### config.mk
export PLATFORM = sky130hd
export DESIGN_NAME = mag_sched
export DESIGN_NICKNAME = d
export VERILOG_FILES = /design/src/rtl/mag_sched.sv
export SDC_FILE = /design/constraint.sdc
export NUM_CORES = 1
export LEC_CHECK = 0
export CAP_MARGIN = 20
export CELL_PAD_IN_SITES_DETAIL_PLACEMENT = 0
export CELL_PAD_IN_SITES_GLOBAL_PLACEMENT = 1
export CORE_MARGIN = 3
export CORE_UTILIZATION = 48
export CTS_BUF_LIST = sky130_fd_sc_hd__clkbuf_8
export DETAILED_ROUTE_END_ITERATION = 10
export HOLD_SLACK_MARGIN = 0.08
export PLACE_DENSITY = 0.83
export SLEW_MARGIN = 5
export SYNTH_ARGS = -nofsm -noshare
export SYNTH_HDL_FRONTEND = slang
export SYNTH_SLANG_ARGS = --single-unit
### constraint.sdc
create_clock -name clk -period 6.28 [get_ports clk]
set_input_delay 1.256 -clock clk [delete_from_list [all_inputs] [get_ports clk]]
set_output_delay 1.256 -clock clk [all_outputs]
set_load 0.03 [all_outputs]
### src/rtl/mag_sched.sv
// mag_sched
// Two-requester scheduler and sequencer for the shared magnitude datapath.
// Computes r = sqrt(x*x + y*y) over ten cycles. It arbitrates round-robin
// between requesters A and B and squares and sums the winner's operands in
// one cycle. It then extracts the integer square root MSB-first, one bit per
// cycle, and holds the tagged result until the consumer takes it.
//
// Ports
//   clk                 clock, rising edge
//   rst_n               asynchronous active-low reset
//   ena                 global enable; low freezes every register
//   a_valid / a_ready   requester A handshake (a_ready is combinational)
//   a_x, a_y            requester A operands, 8-bit unsigned
//   b_valid / b_ready   requester B handshake (b_ready is combinational)
//   b_x, b_y            requester B operands, 8-bit unsigned
//   res_valid/res_ready result handshake
//   res_r               9-bit magnitude
//   res_id              source of the result (0 = A, 1 = B)
//
// Build option
//   MAG_SCHED_ROUND_EN  when defined, the result is rounded to nearest
//                       instead of truncated (floor).

module mag_sched (
  input  logic       clk,
  input  logic       rst_n,
  input  logic       ena,
  input  logic       a_valid,
  output logic       a_ready,
  input  logic [7:0] a_x,
  input  logic [7:0] a_y,
  input  logic       b_valid,
  output logic       b_ready,
  input  logic [7:0] b_x,
  input  logic [7:0] b_y,
  output logic       res_valid,
  input  logic       res_ready,
  output logic [8:0] res_r,
  output logic       res_id
);

  typedef enum logic [1:0] {IDLE, SQ, ROOT, DONE} state_e;

  state_e      state_q, state_d;
  logic        prio_q;
  logic [7:0]  opX_q, opY_q;
  logic        id_q;
  logic [16:0] sumSq_q;
  logic [8:0]  root_q;
  logic [9:0]  rem_q;
  logic [3:0]  cnt_q;
  logic        resValid_q;
  logic [8:0]  resR_q;
  logic        resId_q;

  logic        grantA, grantB;
  logic        accept;
  logic [17:0] sumExt;
  logic [1:0]  pair;
  logic [11:0] remShift, trial;
  logic [9:0]  remNext;
  logic [8:0]  rootNext;
  logic [8:0]  resFinal;

  // State register; ena low freezes the sequencer in place.
  always_ff @(posedge clk or negedge rst_n) begin
    if (!rst_n) begin
      state_q <= IDLE;
    end else if (ena) begin
      state_q <= state_d;
    end
  end

  // Next-state logic. DONE always has res_valid high, so res_ready alone
  // completes the result handshake.
  always_comb begin
    state_d = state_q;
    case (state_q)
      IDLE: if (a_valid || b_valid) state_d = SQ;
      SQ:   state_d = ROOT;
      ROOT: if (cnt_q == 4'd0) state_d = DONE;
      DONE: if (res_ready) state_d = IDLE;
      default: state_d = IDLE;
    endcase
  end

  // Output logic: round-robin grant. prio picks the winner only on a tie.
  // rst_n is folded in so no ready leaks out while reset is held.
  always_comb begin
    grantA  = a_valid && (!b_valid || !prio_q);
    grantB  = b_valid && (!a_valid ||  prio_q);
    a_ready = rst_n && ena && (state_q == IDLE) && grantA;
    b_ready = rst_n && ena && (state_q == IDLE) && grantB;
    accept  = a_ready || b_ready;
  end

  // One digit-by-digit square-root step. The next two bits of the sum are
  // appended to the remainder, and the trial value 4*root+1 is subtracted
  // when it fits. The remainder stays below 2*root+1, so 10 bits hold it.
  always_comb begin
    sumExt   = {1'b0, sumSq_q};
    pair     = sumExt[{cnt_q, 1'b0} +: 2];
    remShift = {rem_q, pair};
    trial    = {1'b0, root_q, 2'b01};
    if (remShift >= trial) begin
      remNext  = 10'(remShift - trial);
      rootNext = {root_q[7:0], 1'b1};
    end else begin
      remNext  = remShift[9:0];
      rootNext = {root_q[7:0], 1'b0};
    end
`ifdef MAG_SCHED_ROUND_EN
    // s - root^2 is the final remainder. Exceeding root means s lies past
    // (root + 0.5)^2, so round up. Ties cannot occur for integers.
    resFinal = (remNext > {1'b0, rootNext}) ? rootNext + 9'd1 : rootNext;
`else
    resFinal = rootNext;
`endif
  end

  // Datapath and result registers, all frozen while ena is low.
  always_ff @(posedge clk or negedge rst_n) begin
    if (!rst_n) begin
      prio_q     <= 1'b0;
      opX_q      <= '0;
      opY_q      <= '0;
      id_q       <= 1'b0;
      sumSq_q    <= '0;
      root_q     <= '0;
      rem_q      <= '0;
      cnt_q      <= '0;
      resValid_q <= 1'b0;
      resR_q     <= '0;
      resId_q    <= 1'b0;
    end else if (ena) begin
      case (state_q)
        IDLE: begin
          if (accept) begin
            opX_q  <= grantB ? b_x : a_x;
            opY_q  <= grantB ? b_y : a_y;
            id_q   <= grantB;
            prio_q <= ~grantB;
          end
        end
        SQ: begin
          sumSq_q <= 17'(opX_q) * 17'(opX_q) + 17'(opY_q) * 17'(opY_q);
          root_q  <= '0;
          rem_q   <= '0;
          cnt_q   <= 4'd8;
        end
        ROOT: begin
          root_q <= rootNext;
          rem_q  <= remNext;
          if (cnt_q == 4'd0) begin
            resR_q     <= resFinal;
            resId_q    <= id_q;
            resValid_q <= 1'b1;
          end else begin
            cnt_q <= cnt_q - 4'd1;
          end
        end
        DONE: begin
          if (res_ready) resValid_q <= 1'b0;
        end
        default: ;
      endcase
    end
  end

  assign res_valid = resValid_q;
  assign res_r     = resR_q;
  assign res_id    = resId_q;

endmodule
==> impl_results.md <==
* Top post-synthesis cells by area: dfrtp_1, fa_1, ha_1
* CTS root buffer: clkbuf_8
* CTS clk-pin slew, worst paths at 70 ps
* CP max stage cell: fa_1
* First-pass GRT wire length at 26.0 mm
* Resized cells post-CTS at 0
* Synth area leader: dfrtp_1
* Crit-path cells: inv_1 -> nor2_1 -> fa_1 -> fa_1 -> fa_1 -> fa_1 -> fa_1 -> inv_1 -> fa_1 -> inv_1 -> ha_1 -> o21a_1 -> o21ai_0 -> a21oi_1 -> o41ai_1 -> o21ai_0 -> xnor2_1 -> o21ai_0
* R2R setup slack at 390 ps
* Post-Route WL at 15.1 mm
* Routed via count at 5034
* Seq cells post-synth at 71
* Startpoint Class: flop
* Initial antenna violation count at 0
* Htree depth at 3
* Post-DR vias/cell at 5.28
* Final core utilization at 55.7%
* Post-route ant nets at 0
* Crit path DAT at 6090 ps
* Share of the yosys chip area belonging to registers at 25.2%
* CTS max path bufs at 2
* Met3 wire length at 596 µm
* TritonCTS clock tree: built
* Final worst path period need at 5890 ps
* Final instance count without filler cells at 953
* Vias in the first global route at 5428
* Post-Syn Area at 7060 µm²
* Starting Density at 49.9%
* Synth Flop Type: dfrtp_1
* Placement Setup Slack at 361 ps
* Slew @ Worst Pin at 900 ps
* Skew-Pair Late Insertion Delay at 370 ps
* Max incr delay on CP at 540 ps
* Grt ovf at 0
* Core Rows at 43
* Final HPWL DP at 12.4 mm
* CTS Sinks at 71
* Warnings, synthesis at 0
* Number of remaining DRC errors at 0
* Number of fill cells at 1248
* Setup ws final at 393 ps
* Yosys cell types at 52
* Chip height at 127 µm
* Port bufs at 50
* Synth top area share at 25.2%
* Final nets at 955
* Setup bufs post-CTS at 0
* Status: complete, no violations
* Final Hold Fails at 0
* Cell repeated most along the worst path: fa_1
* Setup_tns at 0 ps
* Routed len/inst at 15.9 µm
* Tcrit/Tclk final at 93.7%
* Largest net degree at the start of global routing at 72
* Ys async rst share at 100%
* CTS Hold Buffers Added at 0
* First drt pass iteration count at 6
* Area growth syn-to-layout at 11.7%
* Placed insts at 936
* Routability cong. at 0.908
* Die W at 127 µm
* RSZ-0062 raised after global routing: no
* Syn_nets at 917
* Worst hold path class: flop to flop
* Share of post-route cells with drive strength above 1 at 5.95%
* Met2 wire length at 7.44 mm
* Clk_skew at 19.9 ps
* DR top layer: met4
* Finish-stage setup viols at 0
* Synthesized instance count at 730
* MaxCap Viol Count at 0
* Fmax at 170 MHz
* Total core area at 14100 µm²
* Mean Syn Cell Area at 9.68 µm²
* Total CTS buffers at 9
* Global-route usage over all layers at 19.9%
* Slew headroom at 40.0%
* Wire length on met1 at 6.83 mm
* Diodes inserted at 0
* Critical-path maximum fanout at 8
* Die area at 16200 µm²
* Crit end category: flop
* Req. time, crit path at 6490 ps
* Initial drt markers at 274
* Final Slew Violations at 0
* I/O pin count at 51
* WS Path Type: flop to flop
* Post-synth EDFFs at 0
==> worst max-delay path, delay by kind of cell (launching register included) <==
kind | cells | cell delay [ps]
buffers and inverters | 3 | 270
adder cells (fa/ha/maj) | 7 | 3470
flip-flops | 1 | 490
AO/OA/AOI/OAI | 6 | 1070
AND/OR/NAND/NOR | 1 | 250
XOR/XNOR | 1 | 170
==> per-stage QoR <==
step | cell area, µm² | hold slack (ps)
2_1_floorplan | 7060 | 445
3_3_place_gp | 7690 | 457
3_5_place_dp | 7690 | 466
4_1_cts | 7880 | 483
5_1_grt | 7890 | 511
6_report | 7890 | 476
==> Yosys cell counts (2+ instances only) <==
cell and instances:
fa_1 76, and2_1 36, xor2_1 11, nand3_1 11
dfrtp_1 71, and3_1 10, clkbuf_1 23, nand2_1 85
a21o_1 9, a22oi_1 12, a211o_1 2, nor3_1 11
a21boi_0 2, mux2i_1 8, o211ai_1 4, o21ai_0 44
buf_6 3, nor2_1 15, a21oi_1 17, a211oi_1 2
mux4_2 2, o22ai_1 2, nand4_1 4, a31oi_1 3
a22o_1 4, mux2_2 17, o21a_1 5, nor2b_1 7
inv_1 120, a221o_1 5, xnor2_1 15, ha_1 73
nand2b_1 2
==> layout by cell type, fill, tap and decap left out, types with 3 or more instances in the layout <==
master           synthesis  routed
a21o_1                   9       9
a21oi_1                 17      17
a221o_1                  5       5
a22o_1                   4       4
a22oi_1                 12      12
a31oi_1                  3       3
and2_1                  36      36
and3_1                  10      10
buf_4                    0       5
clkbuf_8                 0       9
clkdlybuf4s50_1          0      49
clkinv_2                 0       3
dfrtp_1                 71      71
fa_1                    76      76
ha_1                    73      73
inv_1                  120     120
mux2_2                  17      17
mux2i_1                  8       8
nand2_1                 85      85
nand3_1                 11      11
nand4_1                  4       4
nor2_1                  15      15
nor2b_1                  7       7
nor3_1                  11      11
o211ai_1                 4       4
o21a_1                   5       5
o21ai_0                 44      44
xnor2_1                 15      15
xor2_1                  11      11
==> cell type report <==
cell class / instances / area, µm² / area share (%)
clock buffers: 9 / 124 / 1.57
clock inverters: 7 / 70.1 / 0.888
inverters: 120 / 450 / 5.71
multi-input cells: 512 / 4710 / 59.8
flip-flops and latches: 71 / 1780 / 22.5
well taps: 180 / 225 / 2.86
repair buffers: 54 / 528 / 6.69
==> worst paths after layout <==
path / from / to / depth (start not counted)
worst max-delay path: opY_q[5] / sumSq_q[16] / 18
worst min-delay path: sumSq_q[13] / sumSq_q[13] / 2
worst max register to register: opY_q[5] / sumSq_q[16] / 18
worst min register to register: sumSq_q[13] / sumSq_q[13] / 2
max in group asynchronous: rst_n / opX_q[1] / 2
min in group asynchronous: rst_n / cnt_q[2] / 2
==> sequential cells by signal, indices dropped and copies added (netlist names) <==
register   cells
rem_q         10
state_q        2
prio_q         1
root_q         9
res_id         1
sumSq_q       17
res_valid      1
cnt_q          4
opX_q          8
res_r          9
id_q           1
opY_q          8
==> kinds of logic (layout without fill, tap and decap cells) <==
| group | Yosys count | in the layout | synth area share [%] |
|---|---|---|---|
| AOI/OAI and AO/OA | 123 | 123 | 11.7 |
| xor gates and xnor gates | 26 | 26 | 3.22 |
| adders and majority gates | 149 | 149 | 34.5 |
| buffers and inverters | 147 | 190 | 8.13 |
| DFF | 71 | 71 | 25.2 |
| muxes | 28 | 28 | 4.69 |
| and+or+nand+nor | 186 | 186 | 12.6 |
==> per-layer routing <==
layer / GRT usage [%] / vias to the layer above
li1: - / 2459
met1: 25.8 / 2451
met2: 33.9 / 102
met3: 3.80 / 22
met4: 5.74 / 0
met5: 0 / -
Power is not shown: default switching activity piles up to over one toggle a cycle in this logic, so the estimate is an artifact.
